**config.mk**
```make
export PLATFORM = sky130hd
export DESIGN_NAME = rr_arb8
export DESIGN_NICKNAME = d
export VERILOG_FILES = /design/src/rtl/rr_arb8.sv
export SDC_FILE = /design/constraint.sdc
export NUM_CORES = 1
export LEC_CHECK = 0
export ABC_AREA = 1
export BUFFER_PORTS_ARGS = -buffer_cell sky130_fd_sc_hd__buf_2
export CAP_MARGIN = 20
export CORE_ASPECT_RATIO = 0.7
export CORE_UTILIZATION = 57
export CTS_CLUSTER_DIAMETER = 50
export DETAILED_ROUTE_END_ITERATION = 12
export HOLD_SLACK_MARGIN = 0.03
export PLACE_DENSITY = 0.84
export SKIP_CTS_REPAIR_TIMING = 1
export SYNTH_ARGS = -nofsm -noshare
export SYNTH_HDL_FRONTEND = slang
export SYNTH_SLANG_ARGS = --single-unit
export TNS_END_PERCENT = 30
```
**constraint.sdc**
```tcl
create_clock -name clk -period 3.69 [get_ports clk]
set_clock_uncertainty 0.15 [all_clocks]
set_input_delay 0.738 -clock clk [delete_from_list [all_inputs] [get_ports clk]]
set_output_delay 0.738 -clock clk [all_outputs]
set_load 0.03 [all_outputs]
```
**src/rtl/rr_arb8.sv**
```systemverilog
// rr_arb8: round-robin arbiter for N requesters with registered one-hot grant.
// The search for the next winner starts just after the last winner (ptr_q).
// A grant is held until done, until the holder drops its request, or (with
// ARB_TIMEOUT_EN defined) until the holder has used up MAX_HOLD cycles while
// someone else is waiting.
module rr_arb8 #(
   parameter int N        = 8,
   parameter int IDW      = 3,
   parameter int MAX_HOLD = 16
) (
   input  logic           clk,
   input  logic           rst_n,
   input  logic           en,
   input  logic [N-1:0]   req,
   input  logic           done,
   output logic [N-1:0]   gnt,
   output logic [IDW-1:0] gnt_id,
   output logic           gnt_vld,
   output logic           to_pls
);

   if (N != (1 << IDW) || N < 2 || N > 16 || MAX_HOLD < 2) begin : g_param_chk
      $error("rr_arb8: inconsistent N/IDW/MAX_HOLD");
   end

   typedef enum logic {IDLE, GRANT} state_e;

   state_e         state_q;
   logic [N-1:0]   gnt_q;
   logic [IDW-1:0] gnt_id_q;
   logic [IDW-1:0] ptr_q;

   logic [N-1:0]   cand;
   logic           pick_vld;
   logic [IDW-1:0] pick_id;
   logic [IDW-1:0] idx;
   logic           holder_req;
   logic           tmo;
   logic           rel;

   // Candidates: in GRANT the holder is excluded so release hands over to someone else.
   always_comb begin
      cand = (state_q == GRANT) ? (req & ~gnt_q) : req;
   end

   // Rotated priority search: ptr_q+1 first, ptr_q itself last.
   always_comb begin
      pick_vld = 1'b0;
      pick_id  = '0;
      idx      = '0;
      for (int i = 1; i <= N; i++) begin
         idx = ptr_q + IDW'(i);
         if (!pick_vld && cand[idx]) begin
            pick_vld = 1'b1;
            pick_id  = idx;
         end
      end
   end

   assign holder_req = req[gnt_id_q];

`ifdef ARB_TIMEOUT_EN
   logic [$clog2(MAX_HOLD)-1:0] cnt_q;
   logic                        to_pls_q;

   // Forced release only when the hold budget is spent and a new grant is possible.
   always_comb begin
      tmo = (state_q == GRANT) && en && pick_vld &&
            (cnt_q == ($clog2(MAX_HOLD))'(MAX_HOLD - 1));
   end

   assign to_pls = to_pls_q;
`else
   assign tmo    = 1'b0;
   assign to_pls = 1'b0;
`endif

   assign rel = done | ~holder_req | tmo;

   // Arbiter FSM: grant registers, pointer and (optional) hold counter.
   always_ff @(posedge clk or negedge rst_n) begin
      if (!rst_n) begin
         state_q  <= IDLE;
         gnt_q    <= '0;
         gnt_id_q <= '0;
         ptr_q    <= IDW'(N - 1);
`ifdef ARB_TIMEOUT_EN
         cnt_q    <= '0;
         to_pls_q <= 1'b0;
`endif
      end else begin
`ifdef ARB_TIMEOUT_EN
         to_pls_q <= 1'b0;
`endif
         case (state_q)
            IDLE: begin
               if (en && pick_vld) begin
                  state_q  <= GRANT;
                  gnt_q    <= {{(N-1){1'b0}}, 1'b1} << pick_id;
                  gnt_id_q <= pick_id;
                  ptr_q    <= pick_id;
`ifdef ARB_TIMEOUT_EN
                  cnt_q    <= '0;
`endif
               end
            end
            GRANT: begin
               if (rel) begin
                  if (en && pick_vld) begin
                     // back-to-back hand-over, no idle bubble
                     gnt_q    <= {{(N-1){1'b0}}, 1'b1} << pick_id;
                     gnt_id_q <= pick_id;
                     ptr_q    <= pick_id;
`ifdef ARB_TIMEOUT_EN
                     cnt_q    <= '0;
                     to_pls_q <= tmo & ~done & holder_req;
`endif
                  end else begin
                     state_q  <= IDLE;
                     gnt_q    <= '0;
                     gnt_id_q <= '0;
                  end
               end
`ifdef ARB_TIMEOUT_EN
               else if (cnt_q != ($clog2(MAX_HOLD))'(MAX_HOLD - 1)) begin
                  cnt_q <= cnt_q + 1'b1;
               end
`endif
            end
            default: state_q <= IDLE;
         endcase
      end
   end

   assign gnt     = gnt_q;
   assign gnt_id  = gnt_id_q;
   assign gnt_vld = |gnt_q;

endmodule

```
==> results of run 1 <==
==> sequential cells by signal, summed over array words and instances, names as in the netlist <==
register	flops
gnt	8
gnt_id	3
ptr_q	3
state_q	1
==> stage by stage <==
step	hold slack, ns	instances	utilization (%)
6_report	0.234	307	68.7
2_1_floorplan	0.292	254	-
5_1_grt	0.257	307	68.7
3_3_place_gp	0.420	303	66.9
4_1_cts	0.244	307	68.7
3_5_place_dp	0.405	303	66.9
==> path summary, 6_finish.rpt <==
kind,from,depth (start not counted),endpoint
max in group asynchronous,rst_n,1,ptr_q[2]$_DFFE_PN1P_
min in group clk,gnt[7]$_DFFE_PN0P_,2,gnt[7]$_DFFE_PN0P_
max reg2reg,ptr_q[0]$_DFFE_PN1P_,14,gnt_id[1]$_DFFE_PN0P_
max,ptr_q[0]$_DFFE_PN1P_,14,gnt_id[1]$_DFFE_PN0P_
min reg2reg,gnt[7]$_DFFE_PN0P_,2,gnt[7]$_DFFE_PN0P_
min,rst_n,1,gnt[7]$_DFFE_PN0P_
==> cell type report <==
cell class | count | area [µm²]
clock buffer | 3 | 41.3
clock inverter | 1 | 5.00
fill | 253 | 805
inverter | 22 | 82.6
multi-input combinational | 208 | 1090
sequential | 15 | 379
tap | 34 | 42.5
timing repair buffer | 24 | 123
==> worst reg2reg max path, cell delays in order, from the launching register on <==
cell	delay, ns
sky130_fd_sc_hd__dfstp_2	0.67
sky130_fd_sc_hd__inv_2	0.19
sky130_fd_sc_hd__ha_1	0.44
sky130_fd_sc_hd__inv_1	0.18
sky130_fd_sc_hd__nand3_1	0.12
sky130_fd_sc_hd__nand3_1	0.14
sky130_fd_sc_hd__nand2_2	0.10
sky130_fd_sc_hd__nor2_4	0.15
sky130_fd_sc_hd__nand4_2	0.11
sky130_fd_sc_hd__nor2_4	0.18
sky130_fd_sc_hd__nand3b_2	0.12
sky130_fd_sc_hd__nand3_2	0.23
sky130_fd_sc_hd__inv_2	0.11
sky130_fd_sc_hd__nand2_1	0.12
sky130_fd_sc_hd__nand2_1	0.06
==> per-layer routing <==
layer  share of wire (%)  routed length [µm]  vias to the layer above
met3                  14                 672                        8
li1                    -                   -                      890
met1                  45                2060                      828
met4                0.91                  42                        0
met5                   0                   0                        -
met2                  40                1860                      115
==> cells in the final DEF, fill, tap and decap left out, types with 2 or more instances in the layout <==
cell type / instances
sky130_fd_sc_hd__clkbuf_8: 3
sky130_fd_sc_hd__ha_1: 2
sky130_fd_sc_hd__buf_2: 23
sky130_fd_sc_hd__o21ai_1: 4
sky130_fd_sc_hd__dfstp_2: 3
sky130_fd_sc_hd__a21oi_1: 3
sky130_fd_sc_hd__nand2_1: 72
sky130_fd_sc_hd__nor2_4: 3
sky130_fd_sc_hd__nor4_1: 2
sky130_fd_sc_hd__inv_2: 7
sky130_fd_sc_hd__nand4_1: 9
sky130_fd_sc_hd__nand2_2: 7
sky130_fd_sc_hd__nand3_2: 7
sky130_fd_sc_hd__dfrtp_1: 12
sky130_fd_sc_hd__inv_1: 15
sky130_fd_sc_hd__nor2_1: 22
sky130_fd_sc_hd__o21ai_0: 3
sky130_fd_sc_hd__nor2_2: 2
sky130_fd_sc_hd__nand3_1: 63
sky130_fd_sc_hd__xnor2_4: 2
==> logic make-up (layout without fill, tap and decap cells) <==
logic type	after synthesis	in the layout	synth area share (%)
buffers and inverters	31	50	9.46
XOR/XNOR	3	3	4.38
AO/OA/AOI/OAI	12	12	4.15
flip-flops	15	15	23.3
adder cells (fa/ha/maj)	2	2	1.54
other	1	1	0.231
AND/OR/NAND/NOR	190	190	56.9
==> report_table.html, run 1 <==
<table>
<tr><th>Metric</th><th>Value</th></tr>
<tr><th colspan="2">Floorplan</th></tr>
<tr><td>Starting utilization of the core area</td><td>63.3%</td></tr>
<tr><td>Vertical extent of the die</td><td>46.7 µm</td></tr>
<tr><td>Ports placed on the boundary</td><td>25</td></tr>
<tr><td>DIE AREA</td><td>0.00307 mm²</td></tr>
<tr><td>Die outline width</td><td>65.9 µm</td></tr>
<tr><td>Rows</td><td>15</td></tr>
<tr><td>Placeable core region</td><td>0.00257 mm²</td></tr>
<tr><th colspan="2">Worst setup path</th></tr>
<tr><td>Setup slack of the most critical reg-to-reg path</td><td>0.51 ns</td></tr>
<tr><td>Highest-delay cell along the critical path</td><td>sky130_fd_sc_hd__dfstp_2</td></tr>
<tr><td>Delay-heaviest family, CP</td><td>simple AND/OR/NAND/NOR gates</td></tr>
<tr><td>Worst Path Arrival</td><td>3.17 ns</td></tr>
<tr><td>Worst path bufs/invs</td><td>3</td></tr>
<tr><td>Required time of the worst setup path</td><td>3.68 ns</td></tr>
<tr><td>WS Path Type</td><td>reg2reg</td></tr>
<tr><td>Critical path fanouts, max</td><td>14</td></tr>
<tr><td>Crit path largest cell delay</td><td>0.67 ns</td></tr>
<tr><td>Worst path cell trace</td><td>inv_2 -&gt; ha_1 -&gt; inv_1 -&gt; nand3_1 -&gt; nand3_1 -&gt; nand2_2 -&gt; nor2_4 -&gt; nand4_2 -&gt; nor2_4 -&gt; nand3b_2 -&gt; nand3_2 -&gt; inv_2 -&gt; nand2_1 -&gt; nand2_1</td></tr>
<tr><td>Element type at the critical path end</td><td>flip-flop</td></tr>
<tr><td>Startpoint type of the worst setup path</td><td>flip-flop</td></tr>
<tr><th colspan="2">Global routing</th></tr>
<tr><td>First-pass GRT wire length</td><td>7330 µm</td></tr>
<tr><td>Largest net degree at the start of global routing</td><td>16</td></tr>
<tr><td>Global routing met3 resource utilization</td><td>10.4%</td></tr>
<tr><td>GR peak layer</td><td>met1</td></tr>
<tr><td>Global Route met1 Usage</td><td>50.1%</td></tr>
<tr><td>Overall Global Routing Usage</td><td>33.5%</td></tr>
<tr><td>Congestion Overflow GR</td><td>0</td></tr>
<tr><td>Via count of the first global-routing pass</td><td>1533</td></tr>
<tr><td>Global routing usage on met2</td><td>47.3%</td></tr>
<tr><td>Initial antenna violation count</td><td>0</td></tr>
<tr><th colspan="2">Yosys</th></tr>
<tr><td>Warning count from the yosys run</td><td>0</td></tr>
<tr><td>Proportion of netlist area held by the largest area contributor</td><td>19.4%</td></tr>
<tr><td>Post-synthesis cell area</td><td>0.00163 mm²</td></tr>
<tr><td>Number of cells produced by synthesis</td><td>254</td></tr>
<tr><td>Number of enable-type register cells in the synthesized netlist</td><td>0</td></tr>
<tr><td>Most used standard cell by instance count after synthesis</td><td>sky130_fd_sc_hd__nand2_1</td></tr>
<tr><td>Synth area leader</td><td>sky130_fd_sc_hd__nand3_1</td></tr>
<tr><td>Register bit count reported by yosys</td><td>15</td></tr>
<tr><td>Leading post-synthesis cells by instance count</td><td>sky130_fd_sc_hd__nand2_1, sky130_fd_sc_hd__nand3_1, sky130_fd_sc_hd__nor2_1, sky130_fd_sc_hd__inv_1, sky130_fd_sc_hd__dfrtp_1</td></tr>
<tr><td>Post-synth cell types</td><td>28</td></tr>
<tr><td>Largest cells by area after synthesis</td><td>sky130_fd_sc_hd__nand3_1, sky130_fd_sc_hd__dfrtp_1, sky130_fd_sc_hd__nand2_1</td></tr>
<tr><td>Average size of a mapped cell</td><td>6.40 µm²</td></tr>
<tr><td>Predominant post-synthesis flop cell</td><td>sky130_fd_sc_hd__dfrtp_1</td></tr>
<tr><td>Net count of the mapped netlist</td><td>268</td></tr>
<tr><td>Fraction of the yosys area taken by sequential cells</td><td>23.3%</td></tr>
<tr><td>Async set or reset register ratio after synthesis</td><td>100%</td></tr>
<tr><th colspan="2">STA</th></tr>
<tr><td>Maximum operating frequency</td><td>0.314 GHz</td></tr>
<tr><td>Number of hold violations in the final report</td><td>0</td></tr>
<tr><td>Setup tns final</td><td>0 ns</td></tr>
<tr><td>Final critical path time including I/O delays and setup</td><td>3.18 ns</td></tr>
<tr><td>Total of endpoints with negative setup slack in the final report</td><td>0</td></tr>
<tr><td>Worst setup slack after layout</td><td>0.507 ns</td></tr>
<tr><td>Setup repair after global routing missed its margin</td><td>false</td></tr>
<tr><td>Slew Limit Fails</td><td>0</td></tr>
<tr><td>Fin crit share</td><td>86.3%</td></tr>
<tr><th colspan="2">Detailed routing</th></tr>
<tr><td>Antenna Nets Post-Route</td><td>0</td></tr>
<tr><td>Vias</td><td>1841</td></tr>
<tr><td>Final Routed Wirelength</td><td>4640 µm</td></tr>
<tr><td>Number of remaining DRC errors</td><td>0</td></tr>
<tr><td>Iteration-0 DRC count of the detailed router</td><td>149</td></tr>
<tr><td>Average wire length per cell after detail routing</td><td>15.1 µm</td></tr>
<tr><td>First-pass DRT Iterations</td><td>5</td></tr>
<tr><td>Via density per instance</td><td>6.00</td></tr>
<tr><th colspan="2">Clocking</th></tr>
<tr><td>Maximum count of clock buffers along a single path</td><td>2</td></tr>
<tr><td>CTS clock-pin slew for the worst setup and hold paths</td><td>0.06 ns</td></tr>
<tr><td>Sink Count</td><td>15</td></tr>
<tr><td>CTS tree</td><td>built</td></tr>
<tr><td>Root Driver</td><td>sky130_fd_sc_hd__clkbuf_8</td></tr>
<tr><td>H-tree depth reported by CTS</td><td>1</td></tr>
<tr><td>Number of buffers inserted during clock tree synthesis</td><td>3</td></tr>
<tr><td>Source-to-sink clock delay at the later pin of the worst-skew pair</td><td>0.25 ns</td></tr>
<tr><th colspan="2">Placed design</th></tr>
<tr><td>GP Congestion</td><td>0.911</td></tr>
<tr><td>Port Buf Inserts</td><td>23</td></tr>
<tr><td>Worst slack at placement</td><td>0.574 ns</td></tr>
<tr><td>Dpl cell area</td><td>0.00172 mm²</td></tr>
<tr><td>Detailed placement HPWL</td><td>3740 µm</td></tr>
<tr><th colspan="2">Run</th></tr>
<tr><td>Max cap viols</td><td>0</td></tr>
<tr><th colspan="2">Cells and area</th></tr>
<tr><td>Syn-to-layout area delta</td><td>8.62%</td></tr>
<tr><td>Layout net count</td><td>288</td></tr>
<tr><td>Layout Cell Area excl Fill</td><td>0.00177 mm²</td></tr>
<tr><td>Total inserted antenna cells</td><td>0</td></tr>
<tr><td>Fraction of final layout cells with drive strength greater than 1</td><td>22.7%</td></tr>
<tr><th colspan="2">Worst hold path</th></tr>
<tr><td>Class of the most critical hold timing path</td><td>in2async</td></tr>
<tr><th colspan="2">Status</th></tr>
<tr><td>Status</td><td>complete, no violations</td></tr>
</table>
Power of run 1 is left out: the tool's default activity adds up to more than one toggle a clock period on the data nets, which glitch-free logic cannot reach.
==> run 2: changes to the inputs <==
--- a/config.mk
+++ b/config.mk
@@ -5,14 +5,12 @@
 export SDC_FILE = /design/constraint.sdc
 export NUM_CORES = 1
 export LEC_CHECK = 0
-export ABC_AREA = 1
+export ABC_AREA = 0
 export BUFFER_PORTS_ARGS = -buffer_cell sky130_fd_sc_hd__buf_2
-export CAP_MARGIN = 20
 export CORE_ASPECT_RATIO = 0.7
 export CORE_UTILIZATION = 57
 export CTS_CLUSTER_DIAMETER = 50
 export DETAILED_ROUTE_END_ITERATION = 12
-export HOLD_SLACK_MARGIN = 0.03
 export PLACE_DENSITY = 0.84
 export SKIP_CTS_REPAIR_TIMING = 1
 export SYNTH_ARGS = -nofsm -noshare
==> run 2 against run 1 <==
  * Sequential share of layout area fell by 0.96 points
  * Sequential cell count unchanged
  * Worst setup slack got worse by 0.42 ns
  * Via count fell by 9.1%
  * Clock-buffer cell count unchanged
  * Critical path depth down 5
  * First-iteration DRC count decreased by 4.0%
  * Global-route usage is 2.7 points higher
  * Wire length increased by 12%
  * Largest cell class unchanged
==> report_table.html, run 2 <==
<table>
<tr><th>Metric</th><th>Value</th></tr>
<tr><th colspan="2">Worst setup path</th></tr>
<tr><td>Delay-heaviest family, CP</td><td>simple AND/OR/NAND/NOR gates</td></tr>
<tr><td>Setup crit start</td><td>ptr_q[0]$_DFFE_PN1P_</td></tr>
<tr><td>End of the worst register-to-register path</td><td>gnt[4]$_DFFE_PN0P_</td></tr>
<tr><td>Required time of the worst setup path</td><td>3.68 ns (about the same)</td></tr>
<tr><td>Crit path largest cell delay</td><td>0.64 ns (-0.03 ns)</td></tr>
<tr><td>Worst Path Arrival</td><td>3.59 ns (+0.42 ns)</td></tr>
<tr><td>Element type at the critical path end</td><td>flip-flop</td></tr>
<tr><td>Crit path depth</td><td>9 (-5)</td></tr>
<tr><td>Highest-delay cell along the critical path</td><td>sky130_fd_sc_hd__dfstp_2</td></tr>
<tr><td>Startpoint type of the worst setup path</td><td>flip-flop</td></tr>
<tr><td>Worst Reg2Reg Path Length in Cells</td><td>9 (-5)</td></tr>
<tr><td>Capturing instance or port of the critical path</td><td>gnt[4]$_DFFE_PN0P_</td></tr>
<tr><td>Critical path fanouts, max</td><td>10 (-4)</td></tr>
<tr><td>Worst reg2reg path startpoint</td><td>ptr_q[0]$_DFFE_PN1P_</td></tr>
<tr><td>WS Path Type</td><td>reg2reg</td></tr>
<tr><td>Setup slack of the most critical reg-to-reg path</td><td>0.08 ns (-0.42 ns)</td></tr>
<tr><td>Worst path bufs/invs</td><td>1 (-2)</td></tr>
<tr><td>Worst path cell trace</td><td>buf_4 -&gt; mux2i_1 -&gt; a21oi_2 -&gt; mux4_2 -&gt; or4_4 -&gt; nor4b_1 -&gt; o21ai_1 -&gt; and3_4 -&gt; a32o_1</td></tr>
<tr><th colspan="2">Clocking</th></tr>
<tr><td>Maximum count of clock buffers along a single path</td><td>2 (unchanged)</td></tr>
<tr><td>H-tree depth reported by CTS</td><td>1 (unchanged)</td></tr>
<tr><td>CTS clock-pin slew for the worst setup and hold paths</td><td>0.07 ns (about the same)</td></tr>
<tr><td>Root Driver</td><td>sky130_fd_sc_hd__clkbuf_8</td></tr>
<tr><td>Source-to-sink clock delay at the later pin of the worst-skew pair</td><td>0.25 ns (about the same)</td></tr>
<tr><td>CTS tree</td><td>built</td></tr>
<tr><td>Number of buffers inserted during clock tree synthesis</td><td>3 (unchanged)</td></tr>
<tr><td>Sink Count</td><td>15 (unchanged)</td></tr>
<tr><th colspan="2">STA</th></tr>
<tr><td>Number of hold violations in the final report</td><td>0 (unchanged)</td></tr>
<tr><td>Relative slew slack</td><td>59.4%</td></tr>
<tr><td>Worst-margin pin slew</td><td>0.609 ns</td></tr>
<tr><td>Total of endpoints with negative setup slack in the final report</td><td>0 (unchanged)</td></tr>
<tr><td>Final critical path time including I/O delays and setup</td><td>3.61 ns (+0.424 ns)</td></tr>
<tr><td>Fin crit share</td><td>97.8% (+11 points)</td></tr>
<tr><td>Maximum operating frequency</td><td>0.277 GHz (-12%)</td></tr>
<tr><td>Slew Limit Fails</td><td>0 (unchanged)</td></tr>
<tr><td>Setup tns final</td><td>0 ns (unchanged)</td></tr>
<tr><th colspan="2">Cells and area</th></tr>
<tr><td>Fraction of final layout cells with drive strength greater than 1</td><td>37.6% (+15 points)</td></tr>
<tr><td>Number of filler instances in the final layout</td><td>196 (-23%)</td></tr>
<tr><td>Top library cells by usage in the layout, fill and taps aside</td><td>sky130_fd_sc_hd__buf_2, sky130_fd_sc_hd__nand2_1, sky130_fd_sc_hd__mux4_2, sky130_fd_sc_hd__dfrtp_1, sky130_fd_sc_hd__a21oi_1</td></tr>
<tr><td>Flip-flop and latch area</td><td>379 µm² (unchanged)</td></tr>
<tr><td>Most common library cell in the layout ignoring fill and taps</td><td>sky130_fd_sc_hd__buf_2</td></tr>
<tr><td>Layout net count</td><td>209 (-27%)</td></tr>
<tr><td>Syn-to-layout area delta</td><td>14.1%</td></tr>
<tr><td>Total inserted antenna cells</td><td>0 (unchanged)</td></tr>
<tr><td>Area of combinational cells with multiple inputs</td><td>0.00117 mm² (+7.0%)</td></tr>
<tr><td>Flip-flop count of the largest register, all copies and words added</td><td>8 (unchanged)</td></tr>
<tr><th colspan="2">Detailed routing</th></tr>
<tr><td>Number of remaining DRC errors</td><td>0 (unchanged)</td></tr>
<tr><td>Iteration-0 DRC count of the detailed router</td><td>143 (-4.0%)</td></tr>
<tr><td>Vias</td><td>1674 (-9.1%)</td></tr>
<tr><td>Via density per instance</td><td>7.34 (+22%)</td></tr>
<tr><td>First-pass DRT Iterations</td><td>4 (-1)</td></tr>
<tr><td>Final Routed Wirelength</td><td>5210 µm (+12%)</td></tr>
<tr><td>Antenna Nets Post-Route</td><td>0 (unchanged)</td></tr>
<tr><td>Average wire length per cell after detail routing</td><td>22.8 µm (+51%)</td></tr>
<tr><th colspan="2">Yosys</th></tr>
<tr><td>Warning count from the yosys run</td><td>0 (unchanged)</td></tr>
<tr><td>Average size of a mapped cell</td><td>9.70 µm² (+52%)</td></tr>
<tr><td>Async set or reset register ratio after synthesis</td><td>100% (unchanged)</td></tr>
<tr><td>Post-synthesis compound-gate area fraction</td><td>20.8% (+17 points)</td></tr>
<tr><td>Adder and majority gate portion of the synthesized area</td><td>1.54% (+0.0059 points)</td></tr>
<tr><td>Post-synthesis cell area</td><td>0.00162 mm² (-0.38%)</td></tr>
<tr><td>Synth Area in Simple Gates</td><td>15.9% (-41 points)</td></tr>
<tr><td>Synth area leader</td><td>sky130_fd_sc_hd__dfrtp_1</td></tr>
<tr><td>Most used standard cell by instance count after synthesis</td><td>sky130_fd_sc_hd__nand2_1</td></tr>
<tr><td>Fraction of the yosys area taken by sequential cells</td><td>23.4% (+0.090 points)</td></tr>
<tr><td>Proportion of netlist area held by the largest area contributor</td><td>18.5% (-0.85 points)</td></tr>
<tr><td>Post-synth cell types</td><td>53 (+89%)</td></tr>
<tr><td>Number of cells produced by synthesis</td><td>167 (-34%)</td></tr>
<tr><td>Combinational family with the most area after synthesis</td><td>multiplexers</td></tr>
<tr><td>Register bit count reported by yosys</td><td>15 (unchanged)</td></tr>
<tr><td>Leading post-synthesis cells by instance count</td><td>sky130_fd_sc_hd__nand2_1, sky130_fd_sc_hd__a21oi_1, sky130_fd_sc_hd__dfrtp_1, sky130_fd_sc_hd__mux4_2, sky130_fd_sc_hd__mux2i_1</td></tr>
<tr><td>Predominant post-synthesis flop cell</td><td>sky130_fd_sc_hd__dfrtp_1</td></tr>
<tr><td>Largest cells by area after synthesis</td><td>sky130_fd_sc_hd__dfrtp_1, sky130_fd_sc_hd__mux4_2, sky130_fd_sc_hd__mux2i_1</td></tr>
<tr><td>Share of synthesized area spent on multiplexers</td><td>31.1% (+31 points)</td></tr>
<tr><td>Share of the synthesized netlist area taken by xor and xnor gates</td><td>1.62% (-2.8 points)</td></tr>
<tr><td>Number of enable-type register cells in the synthesized netlist</td><td>0 (unchanged)</td></tr>
<tr><td>Net count of the mapped netlist</td><td>181 (-32%)</td></tr>
<tr><th colspan="2">Global routing</th></tr>
<tr><td>Largest net degree at the start of global routing</td><td>17 (+1)</td></tr>
<tr><td>Congestion Overflow GR</td><td>0 (unchanged)</td></tr>
<tr><td>Overall Global Routing Usage</td><td>36.2% (+2.7 points)</td></tr>
<tr><td>First-pass GRT wire length</td><td>7840 µm (+7.0%)</td></tr>
<tr><td>Initial antenna violation count</td><td>0 (unchanged)</td></tr>
<tr><td>Via count of the first global-routing pass</td><td>1484 (-3.2%)</td></tr>
<tr><th colspan="2">Placed design</th></tr>
<tr><td>Detailed placement HPWL</td><td>3940 µm (+5.2%)</td></tr>
<tr><td>Port Buf Inserts</td><td>23 (unchanged)</td></tr>
<tr><td>GP Congestion</td><td>0.952 (+4.6%)</td></tr>
<tr><th colspan="2">Floorplan</th></tr>
<tr><td>Rows</td><td>15 (unchanged)</td></tr>
<tr><td>Die outline width</td><td>65.7 µm (-0.19%)</td></tr>
<tr><td>Vertical extent of the die</td><td>46.6 µm (-0.18%)</td></tr>
<tr><td>Ports placed on the boundary</td><td>25 (unchanged)</td></tr>
<tr><td>Placeable core region</td><td>0.00257 mm² (unchanged)</td></tr>
<tr><td>Starting utilization of the core area</td><td>63.0% (-0.24 points)</td></tr>
<tr><td>DIE AREA</td><td>0.00306 mm² (-0.37%)</td></tr>
<tr><th colspan="2">Run</th></tr>
<tr><td>Max cap viols</td><td>0 (unchanged)</td></tr>
<tr><th colspan="2">Status</th></tr>
<tr><td>Status</td><td>complete, no violations</td></tr>
<tr><th colspan="2">Worst hold path</th></tr>
<tr><td>Class of the most critical hold timing path</td><td>in2async</td></tr>
</table>
==> run 2: changes by cell type after synthesis, sizes merged, moves of 12 or more <==
cell   previous run  this run
mux4              0        12
nor2             27         5
nand3            70         3
mux2i             0        12
nand2            79        20
a21oi             3        15
inv              22         5
==> run 2: cells by family (layout without fill, tap and decap cells) <==
| family | count (synthesis) | count (layout) |
|---|---|---|
| DFF | 15 | 15 |
| other | 1 | 1 |
| buffers and inverters | 15 | 42 |
| adders and majority gates | 2 | 2 |
| xor gates and xnor gates | 3 | 3 |
| AOI/OAI and AO/OA | 50 | 50 |
| and+or+nand+nor | 48 | 48 |
| muxes | 33 | 33 |
==> run 2: cell type report <==
cell class	instances	area share, %
sequential	15	20.5
multi-input combinational	137	63.3
clock inverter	1	0.406
timing repair buffer	33	10.3
clock buffer	3	2.23
tap	34	2.30
inverter	5	1.01
==> run 2: worst min-delay path by stage <==
stage	start	slack, ns	endpoint
3_5_place_dp	gnt_id[2]$_DFFE_PN0P_	0.36	gnt_id[2]$_DFFE_PN0P_
2_1_floorplan	rst_n	0.29	gnt[0]$_DFFE_PN0P_
6_report	rst_n	0.23	gnt[2]$_DFFE_PN0P_
3_3_place_gp	gnt_id[2]$_DFFE_PN0P_	0.34	gnt_id[2]$_DFFE_PN0P_
4_1_cts	rst_n	0.24	gnt[1]$_DFFE_PN0P_
5_1_grt	rst_n	0.26	gnt[1]$_DFFE_PN0P_
==> run 2: per-layer routing <==
metal  global-route usage, %  vias to the layer above  share of wire, %
met2                    60.8                      137                45
met5                       0                        -                 0
met3                    8.66                       19                12
met4                    8.70                        0               2.1
met1                    47.6                      806                41
li1                        -                      712                 -
==> run 2: worst register-to-register path: stages (launching register included) <==
cell and delay (ns):
sky130_fd_sc_hd__dfstp_2 0.64, sky130_fd_sc_hd__buf_4 0.15, sky130_fd_sc_hd__mux2i_1 0.32, sky130_fd_sc_hd__a21oi_2 0.13, sky130_fd_sc_hd__mux4_2 0.61, sky130_fd_sc_hd__or4_4 0.58, sky130_fd_sc_hd__nor4b_1 0.30, sky130_fd_sc_hd__o21ai_1 0.17
sky130_fd_sc_hd__and3_4 0.22, sky130_fd_sc_hd__a32o_1 0.23
==> run 2: through the flow <==
stage | setup slack (ns) | hold slack [ns] | cells | cell area, µm² | utilization, %
4_1_cts | 0.0508 | 0.238 | 226 | 1820 | 70.8
3_5_place_dp | 0.0698 | 0.363 | 222 | 1770 | 68.9
2_1_floorplan | 0.0896 | 0.292 | 167 | 1620 | -
3_3_place_gp | 0.232 | 0.342 | 222 | 1770 | 68.9
5_1_grt | -0.00537 | 0.260 | 228 | 1850 | 71.9
6_report | 0.0830 | 0.233 | 228 | 1850 | 71.9
Power of run 2 is left out for the same reason.
